File: config.mk
export PLATFORM = sky130hd
export DESIGN_NAME = pipeline_return_buffer
export DESIGN_NICKNAME = d
export VERILOG_FILES = /design/src/rtl/pipeline_pkg.sv /design/src/rtl/pipeline_return_buffer_mem.sv /design/src/rtl/pipeline_return_buffer.sv
export SDC_FILE = /design/constraint.sdc
export NUM_CORES = 1
export LEC_CHECK = 0
export BUFFER_PORTS_ARGS = -buffer_cell sky130_fd_sc_hd__buf_2
export CAP_MARGIN = 20
export CELL_PAD_IN_SITES_DETAIL_PLACEMENT = 1
export CELL_PAD_IN_SITES_GLOBAL_PLACEMENT = 1
export CORE_ASPECT_RATIO = 1.75
export CORE_MARGIN = 4
export CORE_UTILIZATION = 53
export DETAILED_ROUTE_END_ITERATION = 10
export PLACE_DENSITY = 0.77
export SKIP_CTS_REPAIR_TIMING = 1
export SLEW_MARGIN = 40
export SYNTH_ARGS = -nofsm -noshare
export SYNTH_HDL_FRONTEND = slang
export SYNTH_SLANG_ARGS = --single-unit
File: constraint.sdc
create_clock -name clk_in -period 5.9 [get_ports clk_in]
set_input_delay 0.295 -clock clk_in [delete_from_list [all_inputs] [get_ports clk_in]]
set_output_delay 0.295 -clock clk_in [all_outputs]
set_load 0.01 [all_outputs]
File: src/rtl/pipeline_pkg.sv
// Shared helpers for credit-tracked pipeline blocks.
// Counter widths are sized to hold 0..depth inclusive.
package pipeline_pkg;

  function automatic int CNT_W(input int depth);
    return $clog2(depth + 1);
  endfunction

endpackage

File: src/rtl/pipeline_return_buffer_mem.sv
// DEPTH x DATA_WIDTH register array: one write port, one async read port.
// Contents are deliberately left unreset.
module ring_buffer_mem #(
  parameter int DATA_WIDTH = 32,
  parameter int DEPTH      = 8
) (
  input  logic                     clk_in,
  input  logic                     we_in,
  input  logic [$clog2(DEPTH)-1:0] waddr_in,
  input  logic [DATA_WIDTH-1:0]    wdata_in,
  input  logic [$clog2(DEPTH)-1:0] raddr_in,
  output logic [DATA_WIDTH-1:0]    rdata_out
);

  logic [DATA_WIDTH-1:0] r_mem [DEPTH];

  always_ff @(posedge clk_in) begin
    if (we_in)
      r_mem[waddr_in] <= wdata_in;
  end

  assign rdata_out = r_mem[raddr_in];

endmodule

File: src/rtl/pipeline_return_buffer.sv
// Credit-tracked landing buffer for a fixed-latency pipeline output.
// Credits = free slots not already claimed by in-flight items.
module pipeline_return_buffer
  import pipeline_pkg::*;
#(
  parameter int DATA_WIDTH = 32,
  parameter int DEPTH      = 8
) (
  input  logic                       clk_in,
  input  logic                       rst_n_in,
  input  logic                       issue_valid_in,
  output logic                       issue_ready_out,
  input  logic                       ret_valid_in,
  input  logic [DATA_WIDTH-1:0]      ret_data_in,
  output logic                       out_valid_out,
  input  logic                       out_ready_in,
  output logic [DATA_WIDTH-1:0]      out_data_out,
  output logic [CNT_W(DEPTH)-1:0]    count_out,
  output logic [CNT_W(DEPTH)-1:0]    inflight_out,
  output logic                       overflow_out
);

  localparam int PW = $clog2(DEPTH);
  localparam int CW = CNT_W(DEPTH);

  logic [PW-1:0] r_wptr;
  logic [PW-1:0] r_rptr;
  logic [CW-1:0] r_count;
  logic [CW-1:0] r_inflight;
  logic          r_overflow;

  logic [CW:0]   w_used;
  logic          w_full;
  logic          w_issue;
  logic          w_pop;
  logic          w_ret_ok;
  logic          w_drop;

  assign w_used  = {1'b0, r_count} + {1'b0, r_inflight};
  assign w_full  = (r_count == CW'(DEPTH));

  assign issue_ready_out = (w_used < (CW+1)'(DEPTH));
  assign out_valid_out   = (r_count != '0);

  assign w_issue = issue_valid_in && issue_ready_out;
  assign w_pop   = out_valid_out && out_ready_in;

  // A return is only legal against an outstanding credit and a free slot.
  assign w_ret_ok = ret_valid_in && (r_inflight != '0)
                 && (!w_full || w_pop);
  assign w_drop   = ret_valid_in && !w_ret_ok;

  always_ff @(posedge clk_in or negedge rst_n_in) begin
    if (!rst_n_in) begin
      r_wptr     <= '0;
      r_rptr     <= '0;
      r_count    <= '0;
      r_inflight <= '0;
      r_overflow <= 1'b0;
    end else begin
      r_wptr     <= r_wptr + PW'(w_ret_ok);
      r_rptr     <= r_rptr + PW'(w_pop);
      r_count    <= r_count + CW'(w_ret_ok) - CW'(w_pop);
      r_inflight <= r_inflight + CW'(w_issue) - CW'(w_ret_ok);
      if (w_drop)
        r_overflow <= 1'b1;
    end
  end

  ring_buffer_mem #(
    .DATA_WIDTH (DATA_WIDTH),
    .DEPTH      (DEPTH)
  ) u_mem (
    .clk_in    (clk_in),
    .we_in     (w_ret_ok),
    .waddr_in  (r_wptr),
    .wdata_in  (ret_data_in),
    .raddr_in  (r_rptr),
    .rdata_out (out_data_out)
  );

  assign count_out    = r_count;
  assign inflight_out = r_inflight;
  assign overflow_out = r_overflow;

endmodule
## After elaboration in Yosys (flattened, before gate mapping)

Memory sizes are Yosys's and may differ from the RTL's.
Index checks and enable logic that the tools add are counted.

- Multipliers: 0
- Divide/modulo/power cells: 0
- Shift-type cells: 0
- Bitwise operators: 0
- $add $sub $neg: 7
- $lt $le $gt $ge: 1
- Muxes and demuxes: 2
- Eq/ne operators: 1
- Reductions and logical operators: 10

Operators by type and width:

| cell | count |
|---|---|
| adder 4 x 1 -> 4 bit | 2 |
| nonzero test 4 bit | 2 |
| subtractor 4 x 1 -> 4 bit | 2 |
| adder 3 x 1 -> 3 bit | 2 |
| adder 4 x 4 -> 5 bit | 1 |
| logical AND 1 bit | 5 |
| < comparator 5 x 4 -> 1 bit, second input constant | 1 |
| equality test 4 bit, second input constant | 1 |
| logical NOT 1 bit | 2 |
| 2-to-1 mux 1 bit | 2 |
| logical OR 1 bit | 1 |

- Input bits: 37
- Word-level logic and storage cells: 27
- Flip-flop bits (word level): 15
- Output and inout port bits: 43
- Memory bits (read-only): 0
- Latch bits: 0
- Bits in writable memories: 256
- Memories kept: 1

Memory list:

| memory | depth | bits a word | read ports | clocked after memory_dff | write ports | RTL line | source |
|---|---|---|---|---|---|---|---|
| u_mem.r_mem | 8 | 32 | 1 | 0 | 1 | pipeline_return_buffer_mem.sv:15 | `logic [DATA_WIDTH-1:0] r_mem [DEPTH];` |

## Depth between registers and ports, before layout

- Depth in word-level cells: 6
- Depth in mapped cells: 11
- Mapped depth without buffers: 11

## Cells and area by module

From an unflattened synthesis, not the netlist that was laid out.

- Cell total of the unflattened synthesis: 455
- Area, all modules: 10690.3 sq um

Modules (own cells, without submodules):

| module | instances | area an instance (sq um) | sequential area each (sq um) | cells an instance |
|---|---|---|---|---|
| ring_buffer_mem | 1 | 9825.7 | 7687.4 | 383 |
| pipeline_return_buffer | 1 | 864.6 | 375.4 | 72 |

## Least setup slack after synthesis

Ideal clock, no wire load.

- Path type: register -> register
- Start: reg r_count[2], in the netlist count_out[2]
- End: mem u_mem.r_mem[4][0], enable pin
- Clock period less this slack: 4.888 ns
- Library setup time: 0.502 ns
- Slack: 1.012 ns
- Arrival time: 4.386 ns
- Cell stages (with the launch flop): 7
- Required time: 5.398 ns
- Path buffers: 1
- Path through: dfrtp_1 inv_1 ha_1 nand2b_1 a32o_1 clkbuf_1 nor4_1

- Word-level cells in the longest chain between the ends: 6
- Elaborated cells on any way between the ends: 8
- Those cells by class: eq/ne (1); mux (2); reduce/logical (5)

Ends and longest elaborated chain:

| item | RTL line | source |
|---|---|---|
| start: declaration | pipeline_return_buffer.sv:28 | `logic [CW-1:0] r_count;` |
| start signal: assignment | pipeline_return_buffer.sv:63 | `r_count <= r_count + CW'(w_ret_ok) - CW'(w_pop);` |
| equality test 4 bit or nonzero test 4 bit (tied branches) | pipeline_return_buffer.sv:40, pipeline_return_buffer.sv:43 |  |
| logical NOT 1 bit or logical AND 1 bit (tied branches) | pipeline_return_buffer.sv:50, pipeline_return_buffer.sv:46 |  |
| logical OR 1 bit (*) | pipeline_return_buffer.sv:50 | `&& (!w_full \|\| w_pop);` |
| logical AND 1 bit (*) | pipeline_return_buffer.sv:50 |  |
| 2-to-1 mux 1 bit (*) | pipeline_return_buffer_mem.sv:18 | `if (we_in)` |
| 2-to-1 mux 1 bit (not written as such) (*) | pipeline_return_buffer_mem.sv:19 | `r_mem[waddr_in] <= wdata_in;` |
| end: declaration | pipeline_return_buffer_mem.sv:15 |  |

Every way passes the cells marked *; elsewhere a longest branch is shown, timed or not.

## Worst setup path after layout

- Start: reg r_rptr[1]
- End: out out_data_out[9]

- Word-level cells in the longest chain between the ends: 1

Ends and longest elaborated chain:

| item | RTL line | source |
|---|---|---|
| start: declaration | pipeline_return_buffer.sv:27 | `logic [PW-1:0] r_rptr;` |
| start signal: assignment | pipeline_return_buffer.sv:62 | `r_rptr <= r_rptr + PW'(w_pop);` |
| memory read (8 x 32 bit) | - |  |
| end: declaration | pipeline_return_buffer.sv:17 | `output logic [DATA_WIDTH-1:0] out_data_out,` |

No other way between the ends.

==> flow_summary.html <==
<table>
<tr><th>Metric</th><th>Value</th></tr>
<tr><th colspan="2">Yosys</th></tr>
<tr><td>Post-Synth Simple-Gate Area</td><td>0.01026</td></tr>
<tr><td>Sequential-to-total area share from yosys stat</td><td>0.7511</td></tr>
<tr><td>Main synth FF type</td><td>edfxtp_1</td></tr>
<tr><td>Async set-reset flop share out of synthesis</td><td>0.05535</td></tr>
<tr><td>Number of distinct library cell variants in the gate-level netlist after synthesis</td><td>27</td></tr>
<tr><td>Post-Syn Nets</td><td>between 500 and 600</td></tr>
<tr><td>Yosys top cell area share</td><td>0.7162</td></tr>
<tr><td>Share of the synthesized area in compound gates (AO/OA/AOI/OAI)</td><td>0.005595</td></tr>
<tr><td>Mapped Area</td><td>10730 um^2</td></tr>
<tr><td>Share of synthesized area spent on multiplexers</td><td>0.1874</td></tr>
<tr><td>Mean instance size in the synthesized netlist</td><td>23.70 um^2</td></tr>
<tr><td>Synthesis-stage register bit count</td><td>271</td></tr>
<tr><td>Xor and xnor area share after synthesis</td><td>0.004896</td></tr>
<tr><td>Combinational family with the most area after synthesis</td><td>multiplexers</td></tr>
<tr><td>Cell count after synthesis</td><td>approximately 450</td></tr>
<tr><td>Area share of fa/ha/maj cells after synthesis</td><td>0.02471</td></tr>
<tr><td>Library cell with the largest summed area after synthesis</td><td>edfxtp_1</td></tr>
<tr><td>Warnings from Yosys</td><td>0</td></tr>
<tr><td>Largest cells by area after synthesis</td><td>edfxtp_1, mux4_1, dfrtp_1</td></tr>
<tr><td>Number of enable-type register cells in the synthesized netlist</td><td>256</td></tr>
<tr><th colspan="2">Layout</th></tr>
<tr><td>Most used cells in the layout excluding fill and tap cells</td><td>edfxtp_1, buf_2, mux4_1</td></tr>
<tr><td>Sequential cell area</td><td>~8100 um^2</td></tr>
<tr><td>Total area of multi-input combinational cells</td><td>2547 um^2</td></tr>
<tr><td>Layout filler cell count</td><td>1650</td></tr>
<tr><td>Commonest non-fill, non-tap cell in the layout</td><td>edfxtp_1</td></tr>
<tr><td>Layout overhead on the synthesized area</td><td>14.49%</td></tr>
<tr><td>Count of nets after finishing</td><td>615</td></tr>
<tr><td>Share of final-layout standard cells stronger than drive strength 1</td><td>0.3217</td></tr>
<tr><th colspan="2">Timing</th></tr>
<tr><td>Max Fclk</td><td>approximately 340 MHz</td></tr>
<tr><td>Total negative setup slack</td><td>0 ps</td></tr>
<tr><td>Worst clock skew on the final layout</td><td>around 16 ps</td></tr>
<tr><td>Actual transition at the worst max-transition pin</td><td>605.2 ps</td></tr>
<tr><td>Worst slew slack as a fraction of its limit</td><td>0.5966</td></tr>
<tr><td>Final critical delay including setup and external delays</td><td>2968 ps</td></tr>
<tr><td>Final setup violation count</td><td>0</td></tr>
<tr><td>Final-report hold violation count</td><td>0</td></tr>
<tr><td>Share of the cycle needed by the critical path after routing</td><td>0.5031</td></tr>
<tr><td>Unrepaired setup endpoints after global routing</td><td>no</td></tr>
<tr><td>Max-slew violations</td><td>0</td></tr>
<tr><th colspan="2">Global routing</th></tr>
<tr><td>Overall Global Routing Usage</td><td>0.2057</td></tr>
<tr><td>Global-route wire length before repair</td><td>33940 um</td></tr>
<tr><td>Antenna violations before repair</td><td>1</td></tr>
<tr><td>Via count of the first global-routing pass</td><td>5534</td></tr>
<tr><td>Global route total overflow</td><td>0</td></tr>
<tr><td>Largest net degree at the start of global routing</td><td>43</td></tr>
<tr><th colspan="2">Clocking</th></tr>
<tr><td>Worst-path clk slew</td><td>roughly 70 ps</td></tr>
<tr><td>Sink Count</td><td>271</td></tr>
<tr><td>Clk Tree Root Cell</td><td>clkbuf_16</td></tr>
<tr><td>Clock buffer count from CTS</td><td>23</td></tr>
<tr><td>Deepest clock path buffer count</td><td>3</td></tr>
<tr><td>Number of H-tree levels</td><td>1</td></tr>
<tr><td>TritonCTS clock tree</td><td>done</td></tr>
<tr><td>Insertion delay to the later sink of the worst-skew pair</td><td>510 ps</td></tr>
<tr><th colspan="2">Routing</th></tr>
<tr><td>Remaining routing DRC violations</td><td>0</td></tr>
<tr><td>Met1 routed wirelength after detailed routing</td><td>8102 um</td></tr>
<tr><td>Routed via count divided by cell count</td><td>between 6 and 7</td></tr>
<tr><td>Detailed router's first-iteration violation count</td><td>346</td></tr>
<tr><td>Router iterations before antenna repair</td><td>4</td></tr>
<tr><td>Drt wl/cell</td><td>approximately 27 um</td></tr>
<tr><td>Final wirelength</td><td>22570 um</td></tr>
<tr><td>Detailed route wirelength on metal2</td><td>12910 um</td></tr>
<tr><td>Via count</td><td>4973</td></tr>
<tr><td>Remaining antenna violation count</td><td>0</td></tr>
<tr><td>Top routing layer in use</td><td>met4</td></tr>
<tr><td>Met3 wirelength from detailed routing</td><td>1194 um</td></tr>
<tr><th colspan="2">Placement</th></tr>
<tr><td>Global placer's final weighted congestion</td><td>roughly 0.79</td></tr>
<tr><td>Detailed-placement wirelength estimate</td><td>14220 um</td></tr>
<tr><td>Port bufs</td><td>~80</td></tr>
<tr><th colspan="2">Floorplanning</th></tr>
<tr><td>Number of I/O pins</td><td>80</td></tr>
<tr><td>Initial Util</td><td>0.5415</td></tr>
<tr><td>Core region area</td><td>19820 um^2</td></tr>
<tr><td>Core Rows</td><td>68</td></tr>
<tr><td>Horizontal die dimension</td><td>115.6 um</td></tr>
<tr><td>Die Area</td><td>22680 um^2</td></tr>
<tr><td>Vertical die dimension</td><td>196.3 um</td></tr>
<tr><th colspan="2">Pwr</th></tr>
<tr><td>P_leak</td><td>4.358 nW</td></tr>
<tr><td>Post-layout total power</td><td>between 0.006 and 0.007 W</td></tr>
<tr><td>Power spent charging and discharging nets</td><td>0.001803 W</td></tr>
<tr><td>Share of total power in the clock network</td><td>0.248</td></tr>
<tr><td>Power density cells</td><td>490.1 nW/um^2</td></tr>
<tr><td>Cell-internal power</td><td>about 0.0042 W</td></tr>
<tr><td>Net Sw Frac</td><td>0.2994</td></tr>
<tr><td>Relative contribution of sequential cells to total power</td><td>0.449</td></tr>
<tr><td>IR drop worst, VDD</td><td>0.0003190 V</td></tr>
<tr><td>Combinational share of power</td><td>0.303</td></tr>
<tr><th colspan="2">Critical path</th></tr>
<tr><td>Instance count on the critical path</td><td>4</td></tr>
<tr><td>Worst flop-to-flop path endpoint</td><td>inflight_out[2]</td></tr>
<tr><td>Cells on worst reg2reg path</td><td>9</td></tr>
<tr><td>Reg2reg setup slack</td><td>3100 ps</td></tr>
<tr><td>Critical Setup Path Class</td><td>flip-flop to output pin</td></tr>
<tr><td>Critical Path Source Type</td><td>flip-flop</td></tr>
<tr><td>Number of buffers and inverters on the critical path</td><td>2</td></tr>
<tr><td>Top cell family by delay on the critical path</td><td>flip-flops</td></tr>
<tr><td>Worst reg2reg path startpoint</td><td>count_out[1]</td></tr>
<tr><td>Arrival time at the worst endpoint</td><td>2670 ps</td></tr>
<tr><td>Data required time at the worst endpoint</td><td>5610 ps</td></tr>
<tr><td>List of cells traversed by the critical path</td><td>buf_4 -&gt; mux4_1 -&gt; mux2_2 -&gt; buf_2</td></tr>
<tr><td>Delay contributed by the slowest stage of the critical path</td><td>740 ps</td></tr>
<tr><td>Slowest cell on the critical path</td><td>dfrtp_2</td></tr>
<tr><td>Endpoint kind of the worst setup timing path</td><td>output pin</td></tr>
<tr><td>Worst Path Max Fanout</td><td>42</td></tr>
<tr><th colspan="2">Worst hold path</th></tr>
<tr><td>HP Start</td><td>ret_data_in[27]</td></tr>
<tr><td>Hold path cells</td><td>1</td></tr>
<tr><td>Min-Delay Endpoint</td><td>u_mem.r_mem[7][27]</td></tr>
<tr><td>Type of the most critical hold path</td><td>primary input to flip-flop</td></tr>
<tr><th colspan="2">Run status</th></tr>
<tr><td>Status</td><td>finished clean</td></tr>
<tr><th colspan="2">Run</th></tr>
<tr><td>Max-cap viol count</td><td>0</td></tr>
</table>
power groups by stage:
stage	clock network (W)	registers, W	logic (W)
2_1_floorplan	0	0.00259	0.00131
3_3_place_gp	0	0.00278	0.00167
3_5_place_dp	0	0.00275	0.00187
4_1_cts	0.00152	0.00271	0.00188
5_1_grt	0.00162	0.00273	0.00199
6_report	0.00149	0.00271	0.00182
layout make-up:
type                    instances  share of cell area
diodes                          1           0.0002036
clock buffers                  28             0.04836
clock inverters                14             0.01212
inverters                      12            0.003665
multi-input cells             151              0.2073
flip-flops and latches        271              0.6568
well taps                     245             0.02494
repair buffers                 99             0.04663
worst max path at each step:
stage	start	endpoint	slack [ps]
2_1_floorplan	count_out[2]	u_mem.r_mem[4][0]	1010
3_3_place_gp	count_out[1]	inflight_out[2]	3180
3_5_place_dp	count_out[1]	inflight_out[2]	3140
4_1_cts	r_rptr[1]	out_data_out[22]	2860
5_1_grt	r_rptr[1]	out_data_out[8]	2780
6_report	r_rptr[1]	out_data_out[9]	2930
metrics by stage:
stage | hold WS (ps) | setup slack, ps | instances | utilization | cell area [um^2]
after floorplan | -0.5911 | 1012 | 453 | - | 10730
after global placement | 220.4 | 3178 | 775 | 0.5797 | 11490
after detailed placement | 228.6 | 3140 | 777 | 0.5818 | 11530
after CTS | -306.4 | 2863 | 819 | 0.6193 | 12280
after global routing | 54.55 | 2781 | 820 | 0.6198 | 12290
final | 58.29 | 2932 | 821 | 0.6199 | 12290
cells in the mapped netlist (3+ instances only):
cell type    n
ha_1        18
xor2_1       6
dfrtp_1     15
a21o_1       3
buf_1        4
clkbuf_1     6
inv_1       12
mux4_1      56
nor4_1       6
mux2_2      32
buf_6        7
nand2_1      4
edfxtp_1   256
nand3_1      3
mux4_2       8
registers in the layout, summed over array words and instances (netlist names):
signal,flops
r_rptr,3
r_wptr,3
inflight_out,4
count_out,4
u_mem.r_mem,256
overflow_out,1
routing by layer:
metal,track usage,up-vias
li1,-,2152
met1,0.2462,2641
met2,0.3883,155
met3,0.02654,25
met4,0.04787,0
met5,0,-
cell families (layout without fill, tap and decap cells):
| family | after synthesis | count (layout) |
|---|---|---|
| other cells | 0 | 1 |
| mux | 96 | 96 |
| xor+xnor | 6 | 6 |
| fa+ha+maj | 20 | 20 |
| simple gates | 21 | 21 |
| compound gates | 8 | 8 |
| buf+inv | 31 | 153 |
| flops | 271 | 271 |
Note: power is estimated with default switching activity, not from simulation.
